<file path="config.mk">
export PLATFORM = sky130hd
export DESIGN_NAME = vit_ctrl_flat
export DESIGN_NICKNAME = d
export VERILOG_FILES = /design/src/rtl/vit_pkg.sv /design/src/rtl/vit_ctrl_if.sv /design/src/rtl/vit_tb_addr.sv /design/src/rtl/vit_ctrl.sv /design/src/flat_wrapper.sv
export SDC_FILE = /design/constraint.sdc
export NUM_CORES = 1
export LEC_CHECK = 0
export CAP_MARGIN = 20
export CORE_UTILIZATION = 44
export CTS_CLUSTER_SIZE = 40
export DETAILED_ROUTE_END_ITERATION = 12
export PLACE_DENSITY = 0.8
export SYNTH_ARGS = -nofsm -noshare
export SYNTH_HDL_FRONTEND = slang
export SYNTH_SLANG_ARGS = --single-unit
export TNS_END_PERCENT = 20
</file>
<file path="constraint.sdc">
create_clock -name clk -period 1.68 [get_ports clk]
set_input_delay 0.252 -clock clk [delete_from_list [all_inputs] [get_ports clk]]
set_output_delay 0.252 -clock clk [all_outputs]
set_load 0.05 [all_outputs]
</file>
<file path="src/rtl/vit_pkg.sv">
`default_nettype none
// ============================================================================
//  Module   : vit_pkg
//  Brief    : Shared types and constants for the Viterbi sequencing controller
//  Revision : 1.0 - initial release
// ============================================================================
package vit_pkg;

   // Default traceback window length / survivor memory depth
   localparam int VIT_DEPTH  = 8;

   // Width of the optional statistics counters
   localparam int VIT_STAT_W = 16;

   // Controller sequencing states
   typedef enum logic [1:0] {
      CLR = 2'd0,
      RUN = 2'd1,
      ACS = 2'd2,
      TB  = 2'd3
   } vit_ctrl_state_t;

endpackage : vit_pkg
`default_nettype wire

</file>
<file path="src/rtl/vit_ctrl_if.sv">
`default_nettype none
// ============================================================================
//  Module   : vit_ctrl_if
//  Brief    : Received-symbol valid/ready handshake between symbol source
//             (master) and the Viterbi controller (slave)
//  Revision : 1.0 - initial release
// ============================================================================
interface vit_ctrl_if;

   logic       rx_valid;
   logic       rx_ready;
   logic [1:0] rx_pair;
   logic       rx_last;

   modport master (
      output rx_valid,
      output rx_pair,
      output rx_last,
      input  rx_ready
   );

   modport slave (
      input  rx_valid,
      input  rx_pair,
      input  rx_last,
      output rx_ready
   );

endinterface : vit_ctrl_if
`default_nettype wire

</file>
<file path="src/rtl/vit_tb_addr.sv">
`default_nettype none
// ============================================================================
//  Module   : vit_tb_addr
//  Brief    : Traceback read address generator. Loads a start address and a
//             window length, then issues descending (mod DEPTH) survivor read
//             addresses for exactly that many cycles, flagging the final one.
//  Revision : 1.0 - initial release
// ============================================================================
module vit_tb_addr #(
   parameter  int DEPTH = 8,
   localparam int AW    = $clog2(DEPTH)
) (
   input  wire logic          clk,
   input  wire logic          rst,       // asynchronous, active-low
   input  wire logic          load,
   input  wire logic [AW-1:0] start,
   input  wire logic [AW:0]   len,       // 1..DEPTH
   output logic               tb_en,
   output logic [AW-1:0]      tb_raddr,
   output logic               tb_last
);

   // Reads still to be issued, including the one currently presented
   logic [AW:0] remain;

   // Load / count-down of the traceback read sequence
   always_ff @(posedge clk or negedge rst) begin
      if (!rst) begin
         tb_en    <= 1'b0;
         tb_raddr <= '0;
         tb_last  <= 1'b0;
         remain   <= '0;
      end else if (load) begin
         tb_en    <= 1'b1;
         tb_raddr <= start;
         remain   <= len;
         tb_last  <= (len == (AW+1)'(1));
      end else if (tb_en) begin
         if (tb_last) begin
            tb_en   <= 1'b0;
            tb_last <= 1'b0;
         end else begin
            // Power-of-two depth makes the natural wrap 0 -> DEPTH-1 correct
            tb_raddr <= tb_raddr - 1'b1;
            remain   <= remain - 1'b1;
            tb_last  <= (remain == (AW+1)'(2));
         end
      end
   end

endmodule : vit_tb_addr
`default_nettype wire

</file>
<file path="src/rtl/vit_ctrl.sv">
`default_nettype none
// ============================================================================
//  Module   : vit_ctrl
//  Brief    : Sequencing controller for a rate-1/2 Viterbi decoder datapath.
//             Accepts symbol pairs, strobes ACS / survivor writes, and runs
//             block traceback at window-full or end of frame.
//  Config   : VIT_CTRL_STATS_EN - adds saturating stat_syms / stat_frames
//  Revision : 1.0 - initial release
// ============================================================================
module vit_ctrl
   import vit_pkg::*;
#(
   parameter  int DEPTH = VIT_DEPTH,
   localparam int AW    = $clog2(DEPTH)
) (
   input  wire logic       clk,
   input  wire logic       rst,          // asynchronous, active-low
   vit_ctrl_if.slave       rx,
   output logic [1:0]      bmc_pair,
   output logic            acs_en,
   output logic            pm_clr,
   output logic            sv_we,
   output logic [AW-1:0]   sv_waddr,
   output logic            tb_en,
   output logic [AW-1:0]   tb_raddr,
   output logic            tb_last,
   output logic            busy
`ifdef VIT_CTRL_STATS_EN
   ,
   output logic [VIT_STAT_W-1:0] stat_syms,
   output logic [VIT_STAT_W-1:0] stat_frames
`endif
);

   localparam logic [AW:0] LEN_FULL = (AW+1)'(DEPTH);

   vit_ctrl_state_t state;
   logic [AW-1:0]   wptr;
   logic [AW:0]     cnt;
   logic            frame_end;

   logic            accept;
   logic [AW:0]     cnt_inc;
   logic            win_done;
   logic            tb_load;

   // Handshake, window-length and traceback-start decode
   always_comb begin
      accept   = rx.rx_valid & rx.rx_ready;
      cnt_inc  = cnt + 1'b1;
      win_done = (cnt_inc == LEN_FULL) | frame_end;
      tb_load  = (state == ACS) & win_done;
   end

   // Main sequencer; all outputs registered so they align with the state
   always_ff @(posedge clk or negedge rst) begin
      if (!rst) begin
         state       <= CLR;
         wptr        <= '0;
         cnt         <= '0;
         frame_end   <= 1'b0;
         bmc_pair    <= '0;
         acs_en      <= 1'b0;
         pm_clr      <= 1'b0;
         sv_we       <= 1'b0;
         sv_waddr    <= '0;
         rx.rx_ready <= 1'b0;
         busy        <= 1'b0;
      end else begin
         acs_en <= 1'b0;
         sv_we  <= 1'b0;
         pm_clr <= 1'b0;
         case (state)
            CLR: begin
               wptr      <= '0;
               cnt       <= '0;
               frame_end <= 1'b0;
               // pm_clr doubles as the phase bit: coming out of reset it is
               // still low, so spend one cycle presenting the clear pulse.
               if (pm_clr) begin
                  state       <= RUN;
                  rx.rx_ready <= 1'b1;
                  busy        <= 1'b0;
               end else begin
                  pm_clr <= 1'b1;
                  busy   <= 1'b1;
               end
            end
            RUN: begin
               if (accept) begin
                  bmc_pair    <= rx.rx_pair;
                  frame_end   <= rx.rx_last;
                  acs_en      <= 1'b1;
                  sv_we       <= 1'b1;
                  sv_waddr    <= wptr;
                  rx.rx_ready <= 1'b0;
                  busy        <= 1'b1;
                  state       <= ACS;
               end
            end
            ACS: begin
               wptr <= wptr + 1'b1;
               cnt  <= cnt_inc;
               if (win_done) begin
                  state <= TB;
               end else begin
                  state       <= RUN;
                  rx.rx_ready <= 1'b1;
                  busy        <= 1'b0;
               end
            end
            TB: begin
               if (tb_last) begin
                  if (frame_end) begin
                     state  <= CLR;
                     pm_clr <= 1'b1;
                  end else begin
                     cnt         <= '0;
                     state       <= RUN;
                     rx.rx_ready <= 1'b1;
                     busy        <= 1'b0;
                  end
               end
            end
            default: state <= CLR;
         endcase
      end
   end

   // Traceback starts at the address just written (old wptr = new wptr - 1)
   vit_tb_addr #(
      .DEPTH (DEPTH)
   ) u_tb_addr (
      .clk      (clk),
      .rst      (rst),
      .load     (tb_load),
      .start    (wptr),
      .len      (cnt_inc),
      .tb_en    (tb_en),
      .tb_raddr (tb_raddr),
      .tb_last  (tb_last)
   );

`ifdef VIT_CTRL_STATS_EN
   // Saturating counts of accepted symbols and completed frames
   always_ff @(posedge clk or negedge rst) begin
      if (!rst) begin
         stat_syms   <= '0;
         stat_frames <= '0;
      end else begin
         if (accept && (stat_syms != '1))
            stat_syms <= stat_syms + 1'b1;
         if ((state == TB) && tb_last && frame_end && (stat_frames != '1))
            stat_frames <= stat_frames + 1'b1;
      end
   end
`endif

endmodule : vit_ctrl
`default_nettype wire

</file>
<file path="src/flat_wrapper.sv">
// flat-port wrapper written by rule: the top's interface ports become plain ports
module vit_ctrl_flat import vit_pkg::*;
#(
   parameter  int DEPTH = VIT_DEPTH,
   localparam int AW    = $clog2(DEPTH)
)
  (clk, rst, bmc_pair, acs_en, pm_clr, sv_we, sv_waddr, tb_en, tb_raddr, tb_last, busy, rx_rx_valid, rx_rx_pair, rx_rx_last, rx_rx_ready);
  vit_ctrl_if rx_i ();
  input  wire logic clk;
  input  wire logic rst;
  output logic [1:0] bmc_pair;
  output logic acs_en;
  output logic pm_clr;
  output logic sv_we;
  output logic [AW-1:0] sv_waddr;
  output logic tb_en;
  output logic [AW-1:0] tb_raddr;
  output logic tb_last;
  output logic busy;
  input wire logic [$bits(rx_i.rx_valid)-1:0] rx_rx_valid;
  input wire logic [$bits(rx_i.rx_pair)-1:0] rx_rx_pair;
  input wire logic [$bits(rx_i.rx_last)-1:0] rx_rx_last;
  output wire logic [$bits(rx_i.rx_ready)-1:0] rx_rx_ready;
  assign rx_i.rx_valid = rx_rx_valid;
  assign rx_i.rx_pair = rx_rx_pair;
  assign rx_i.rx_last = rx_rx_last;
  assign rx_rx_ready = rx_i.rx_ready;
  vit_ctrl #(.DEPTH(DEPTH)) u_core (.clk(clk), .rst(rst), .rx(rx_i), .bmc_pair(bmc_pair), .acs_en(acs_en), .pm_clr(pm_clr), .sv_we(sv_we), .sv_waddr(sv_waddr), .tb_en(tb_en), .tb_raddr(tb_raddr), .tb_last(tb_last), .busy(busy));
endmodule
</file>
After elaboration in Yosys (flattened, before gate mapping)
Cells that the tools add are included.
{"block": "word_totals", "register_bits": 28, "inputBits": 6, "elab_cells": 86}
{"block": "op_classes", "addsub": 4, "n_eq_ne": 12, "n_mux": 41, "bitwise_logic": 3, "reduce_logical": 12}
{"op": "2-to-1 mux 1 bit", "count": 22}
{"op": "2-to-1 mux 4 bit", "count": 5}
{"op": "one-hot mux 4 bit (3 select lines)", "count": 1}
{"op": "2-to-1 mux 3 bit", "count": 3}
{"op": "2-to-1 mux 2 bit", "count": 4}
{"op": "one-hot mux 1 bit (4 select lines)", "count": 2}
{"op": "one-hot mux 2 bit (4 select lines)", "count": 1}
{"op": "!= test 2 x 1 -> 1 bit, second input constant", "count": 3}
{"op": "!= test 2 bit, second input constant", "count": 3}
{"op": "one-hot mux 3 bit (2 select lines)", "count": 1}
{"op": "AND reduction 2 bit", "count": 3}
{"op": "AND reduction 3 bit", "count": 2}
{"op": "nonzero test 2 bit", "count": 3}
{"op": "AND reduction 5 bit", "count": 1}
{"op": "adder 4 x 1 -> 4 bit, second input constant", "count": 1}
{"op": "== test 2 bit, second input constant", "count": 2}
{"op": "== test 4 x 1 -> 1 bit, second input constant", "count": 1}
{"op": "== test 4 x 2 -> 1 bit, second input constant", "count": 1}
{"op": "== test 4 bit, second input constant", "count": 1}
{"op": "one-hot mux 1 bit (2 select lines)", "count": 2}
{"op": "AND reduction 4 bit", "count": 1}
{"op": "subtractor 4 x 1 -> 4 bit, second input constant", "count": 1}
{"op": "adder 3 x 1 -> 3 bit, second input constant", "count": 1}
{"op": "nonzero test 3 bit", "count": 1}
{"op": "other kinds (5)", "count": 6}

Depth between registers and ports, before layout
{"block": "logic_depth", "depth_word": 6, "mapped_depth": 7, "depth_no_buf": 6}

By module
A second synthesis with hierarchy kept.
{"block": "hier_totals", "cells_unflattened": 139, "hier_area_um2": 1472.7}
{"mod": "vit_ctrl", "instances": 1, "cells_each": 88, "area_per_inst_um2": 967.2, "seq_area_each_um2": 475.5}
{"mod": "vit_tb_addr", "instances": 1, "cells_each": 51, "area_per_inst_um2": 505.5, "seq_area_each_um2": 225.2}

Worst setup path before layout
Ideal clock, no wire load.
{"block": "synth_path", "path_kind": "flip-flop to flip-flop", "startpoint": "register u_core.state[0]", "endpoint": "register u_core.u_tb_addr.remain[1]", "setup_time_ps": 125, "t_arrival_ps": 1622, "path_slack_ps": -67, "path_stages_with_launch": 8, "n_path_buf": 2, "period_less_slack_ps": 1747, "cell_sequence": "dfrtp_1 -> inv_1 -> ha_1 -> buf_2 -> nand2_1 -> and2_4 -> buf_8 -> mux2_4"}
{"block": "synth_via", "elab_chain_len": 4, "elab_cells_between_ends": 6, "cone_classes": "eq/ne: 2; mux: 1; bitwise: 1; reduce/logical: 2"}
{"element": "start: declaration", "line": "vit_ctrl.sv:37", "source": "vit_ctrl_state_t state;"}
{"element": "start signal: assignment", "line": "vit_ctrl.sv:58", "source": "state <= CLR;"}
{"element": "start signal: assignment", "line": "vit_ctrl.sv:81", "source": "state <= RUN;"}
{"element": "start signal: assignment", "line": "vit_ctrl.sv:98", "source": "state <= ACS;"}
{"element": "== test 2 bit (*)", "line": "vit_ctrl.sv:52", "source": "tb_load = (state == ACS) & win_done;"}
{"element": "AND 1 bit (*)", "line": "vit_ctrl.sv:52"}
{"element": "!= test 2 x 1 -> 1 bit (no source line) / nonzero test 2 bit (equally long branches)"}
{"element": "AND reduction 2 bit (no source line)"}
{"element": "end signal: assignment", "line": "vit_tb_addr.sv:36", "source": "remain <= len;"}
{"element": "end signal: assignment", "line": "vit_tb_addr.sv:45", "source": "remain <= remain - 1'b1;"}
{"element": "end: declaration", "line": "vit_tb_addr.sv:24", "source": "logic [AW:0] remain;"}
Every way passes the cells marked *; elsewhere a longest branch is shown, timed or not.
A chain may end at the register's enable or synchronous reset.

Final worst setup path
{"block": "layout_path", "startpoint": "register u_core.state[1]", "endpoint": "register u_core.rx.rx_ready"}
{"block": "layout_via", "elab_chain_len": 3, "elab_cells_between_ends": 11, "cone_classes": "eq/ne: 8; mux: 1; reduce/logical: 2"}
{"element": "== test 2 bit (tied with other cells)", "line": "vit_ctrl.sv:73", "source": "case (state)"}
{"element": "!= test 2 bit (no source line) / != test 2 x 1 -> 1 bit (equally long branches)"}
{"element": "AND reduction 5 bit (no source line)"}
{"element": "end signal: assignment", "line": "vit_ctrl.sv:67", "source": "rx.rx_ready <= 1'b0;"}
{"element": "end signal: assignment", "line": "vit_ctrl.sv:82", "source": "rx.rx_ready <= 1'b1;"}
{"element": "end signal: assignment", "line": "vit_ctrl.sv:96", "source": "rx.rx_ready <= 1'b0;"}
{"element": "end: declaration", "line": "vit_ctrl_if.sv:26", "source": "output rx_ready"}
Several ways; a longest one is shown, not always the timed one.

==> flow_metrics.tcl <==
set metrics [dict create \
    required_ns 1.91 \
    htreeDepth 1 \
    synth_compound_area_share_pct 14.5 \
    placed_area_sq_mm 0.00185 \
    start_util_pct 46.3 \
    routed_wl_microns 3250 \
    num_io_pins 21 \
    layout-drive-gt1-share_pct 31.3 \
    die_w_microns 61.5 \
    clk_pin_slew_worst_paths_ns 0.16 \
    synth_largest_area_cell "dfrtp_1" \
    crit_arrival_ns 1.85 \
    wire_per_inst_microns 14.3 \
    multi_input_area_sq_um 815 \
    syn_avg_cell_area_sq_um 10.5 \
    yosys.area_share.simple_pct 13.7 \
    synthXorXnorAreaFrac_pct 3.38 \
    cp-end-kind "register" \
    timing.fmax_mhz 617 \
    grt_usage_pct 18.4 \
    dpl.hpwl_microns 2440 \
    grt_busiest_layer "met2" \
    ant_nets 0 \
    final_cell_mix "buf_4 (27), dfrtp_1 (27), nand2_1 (16), inv_1 (12), a21oi_1 (10)" \
    crit_type "register to register" \
    drt_pass1_iterations 4 \
    synth_mux_area_share_pct 9.89 \
    cts_tree "built" \
    synth_top_family_by_area "compound AO/OA/AOI/OAI gates" \
    synth_top_area_share_pct 45.0 \
    timing.critical_path.fanout_max 6 \
    use_met1_pct 23.3 \
    synthTopCellsByArea "dfrtp_1 (45%), ha_1 (8.8%), mux2_2 (5.1%)" \
    clock_skew_ns 0.0132 \
    nets 200 \
    met2_usage_pct 31.5 \
    reg2reg_slack_ns 0.06 \
    fin_area_sq_mm 0.00194 \
    grt_pass1_vias 1135 \
    die_area_sq_mm 0.00378 \
    drv_cap 0 \
    grt_max_degree 29 \
    power_leakage_nw 0.943 \
    dp_slack_ns -0.00780 \
    hold_buffers 0 \
    register_area_sq_um 702 \
    synthToLayoutAreaGrowth_pct 24.9 \
    cp-start-kind "register" \
    diodes 0 \
    period_share_pct 96.5 \
    viasPerCell 5.14 \
    clkSinkCount 28 \
    synth-seq-cells 28 \
    core.rowCount 21 \
    fin_tns_setup_ns 0 \
    slew_viol_final 0 \
    coreArea_sq_mm 0.00336 \
    postSynthCellCount 148 \
    slew_headroom_pct 73.7 \
    synth.distinct_cells 36 \
    finalCriticalPeriod_ns 1.62 \
    hold_viol_final 0 \
    power_density_mw_per_mm2 588 \
    gp_congestion 0.904 \
    clk_path_buf_depth 2 \
    synth-edff-count 0 \
    synth-warning-count 0 \
    hold_path.class "input port to async pin" \
    vdd_drop_max_v 0.000875 \
    num_vias 1173 \
    dieHeight_microns 61.5 \
    status "completed" \
    synth_area_sq_mm 0.00156 \
    drc 0 \
    grt_antenna_before_repair 0 \
    first_iter_violations 29 \
    cts_buffers 3 \
    fin_ws_ns 0.0584 \
    worstMarginPinSlew_ns 0.390 \
    clockRootBuffer "clkbuf_4" \
    fillers 302 \
    grt_pass1_wl_microns 5000 \
    synth_fa_ha_area_share_pct 8.84 \
    grt_overflow 0 \
    setup-violations-final 0 \
    synth_fp_nets 165 \
    clock_latency_ns 0.34 \
    portBuffers 20 \
    ys_seq_area_share_pct 45.0 \
    grtUsageMet3_pct 3.78 \
    synth_ff_type "dfrtp_1" \
    async_reset_ff_share_pct 100 \
]
cells by family after synthesis:
group / after synthesis
xor gates and xnor gates: 6
and+or+nand+nor: 42
buffers and inverters: 15
muxes: 13
adders and majority gates: 11
AOI/OAI and AO/OA: 33
DFF: 28
critical path, cell delays in order, from the launching register on:
cell and delay (ns):
dfrtp_2 0.48, ha_1 0.21, nor2b_1 0.18, a21oi_2 0.21, nand4_1 0.15, mux2_2 0.29
sequential cells by signal (all words and copies together) (netlist names):
name,cells
u_core.u_tb_addr.tb_en,1
u_core.rx.rx_ready,1
u_core.acs_en,1
u_core.state,2
u_core.wptr,3
u_core.u_tb_addr.remain,4
u_core.u_tb_addr.tb_last,1
u_core.pm_clr,1
u_core.cnt,4
u_core.frame_end,1
u_core.busy,1
u_core.sv_waddr,3
u_core.u_tb_addr.tb_raddr,3
u_core.bmc_pair,2
per-layer routing:
layer,share of wire [%],vias up
li1,-,579
met3,2.9,7
met4,1.8,0
met1,43,562
met5,0,-
met2,52,25
cells in the mapped netlist (2+ instances only):
| master | instances |
|---|---|
| mux2_4 | 3 |
| and2_1 | 2 |
| o21ai_0 | 8 |
| dfrtp_1 | 28 |
| xor2_1 | 2 |
| ha_1 | 11 |
| a22o_1 | 3 |
| nand2b_1 | 8 |
| a31oi_1 | 2 |
| nand3_1 | 4 |
| xnor2_1 | 4 |
| nand2_1 | 17 |
| mux2i_1 | 3 |
| inv_1 | 12 |
| nor2_1 | 3 |
| nor2b_1 | 2 |
| a21oi_1 | 11 |
| mux2_2 | 7 |
per-stage QoR:
stage | power, mW | hold slack (ns) | cells | util (%)
2_1_floorplan | 0.687 | -0.0436 | 148 | -
3_3_place_gp | 0.713 | 0.490 | 222 | 54.9
3_5_place_dp | 0.714 | 0.499 | 222 | 54.9
4_1_cts | 1.16 | 0.262 | 227 | 56.7
5_1_grt | 1.18 | 0.278 | 228 | 57.8
6_report | 1.14 | 0.258 | 228 | 57.8
power breakdown:
| group | internal [mW] | total (mW) | switching, mW |
|---|---|---|---|
| Combinational | 0.0117 | 0.0265 | 0.0147 |
| Clock | 0.242 | 0.442 | 0.201 |
| Sequential | 0.674 | 0.674 | 0 |
final timing paths:
kind / start / end / cells after the start
setup / recovery: u_core.state[1]$_DFFE_PN0P_ / u_core.rx.rx_ready$_DFFE_PN0P_ / 5
hold / removal: rst / u_core.u_tb_addr.tb_raddr[0]$_DFFE_PN0P_ / 2
setup reg to reg: u_core.state[1]$_DFFE_PN0P_ / u_core.rx.rx_ready$_DFFE_PN0P_ / 5
hold reg to reg: u_core.sv_waddr[0]$_DFFE_PN0P_ / u_core.sv_waddr[0]$_DFFE_PN0P_ / 1
max in group asynchronous: rst / u_core.state[1]$_DFFE_PN0P_ / 2
min in group clk: rx_rx_last / u_core.frame_end$_DFFE_PN0P_ / 3
final cells by class:
class                   count  area share, %
repair buffers             33           14.0
inverters                  12           2.32
clock buffers               3           1.16
flip-flops and latches     28           36.1
clock inverters             1           1.54
multi-input cells         105           41.9
well taps                  46           2.96
timing repair:
| action | 4_1_cts | 5_1_grt |
|---|---|---|
| pin swaps | 1 | 2 |
| endpoints found under the setup margin | 3 | 13 |
| setup buffers | 1 | 1 |
| resized for setup | 0 | 9 |
| endpoints found under the hold margin | 0 | 0 |
No activity file was read; power rests on OpenSTA's default activity.
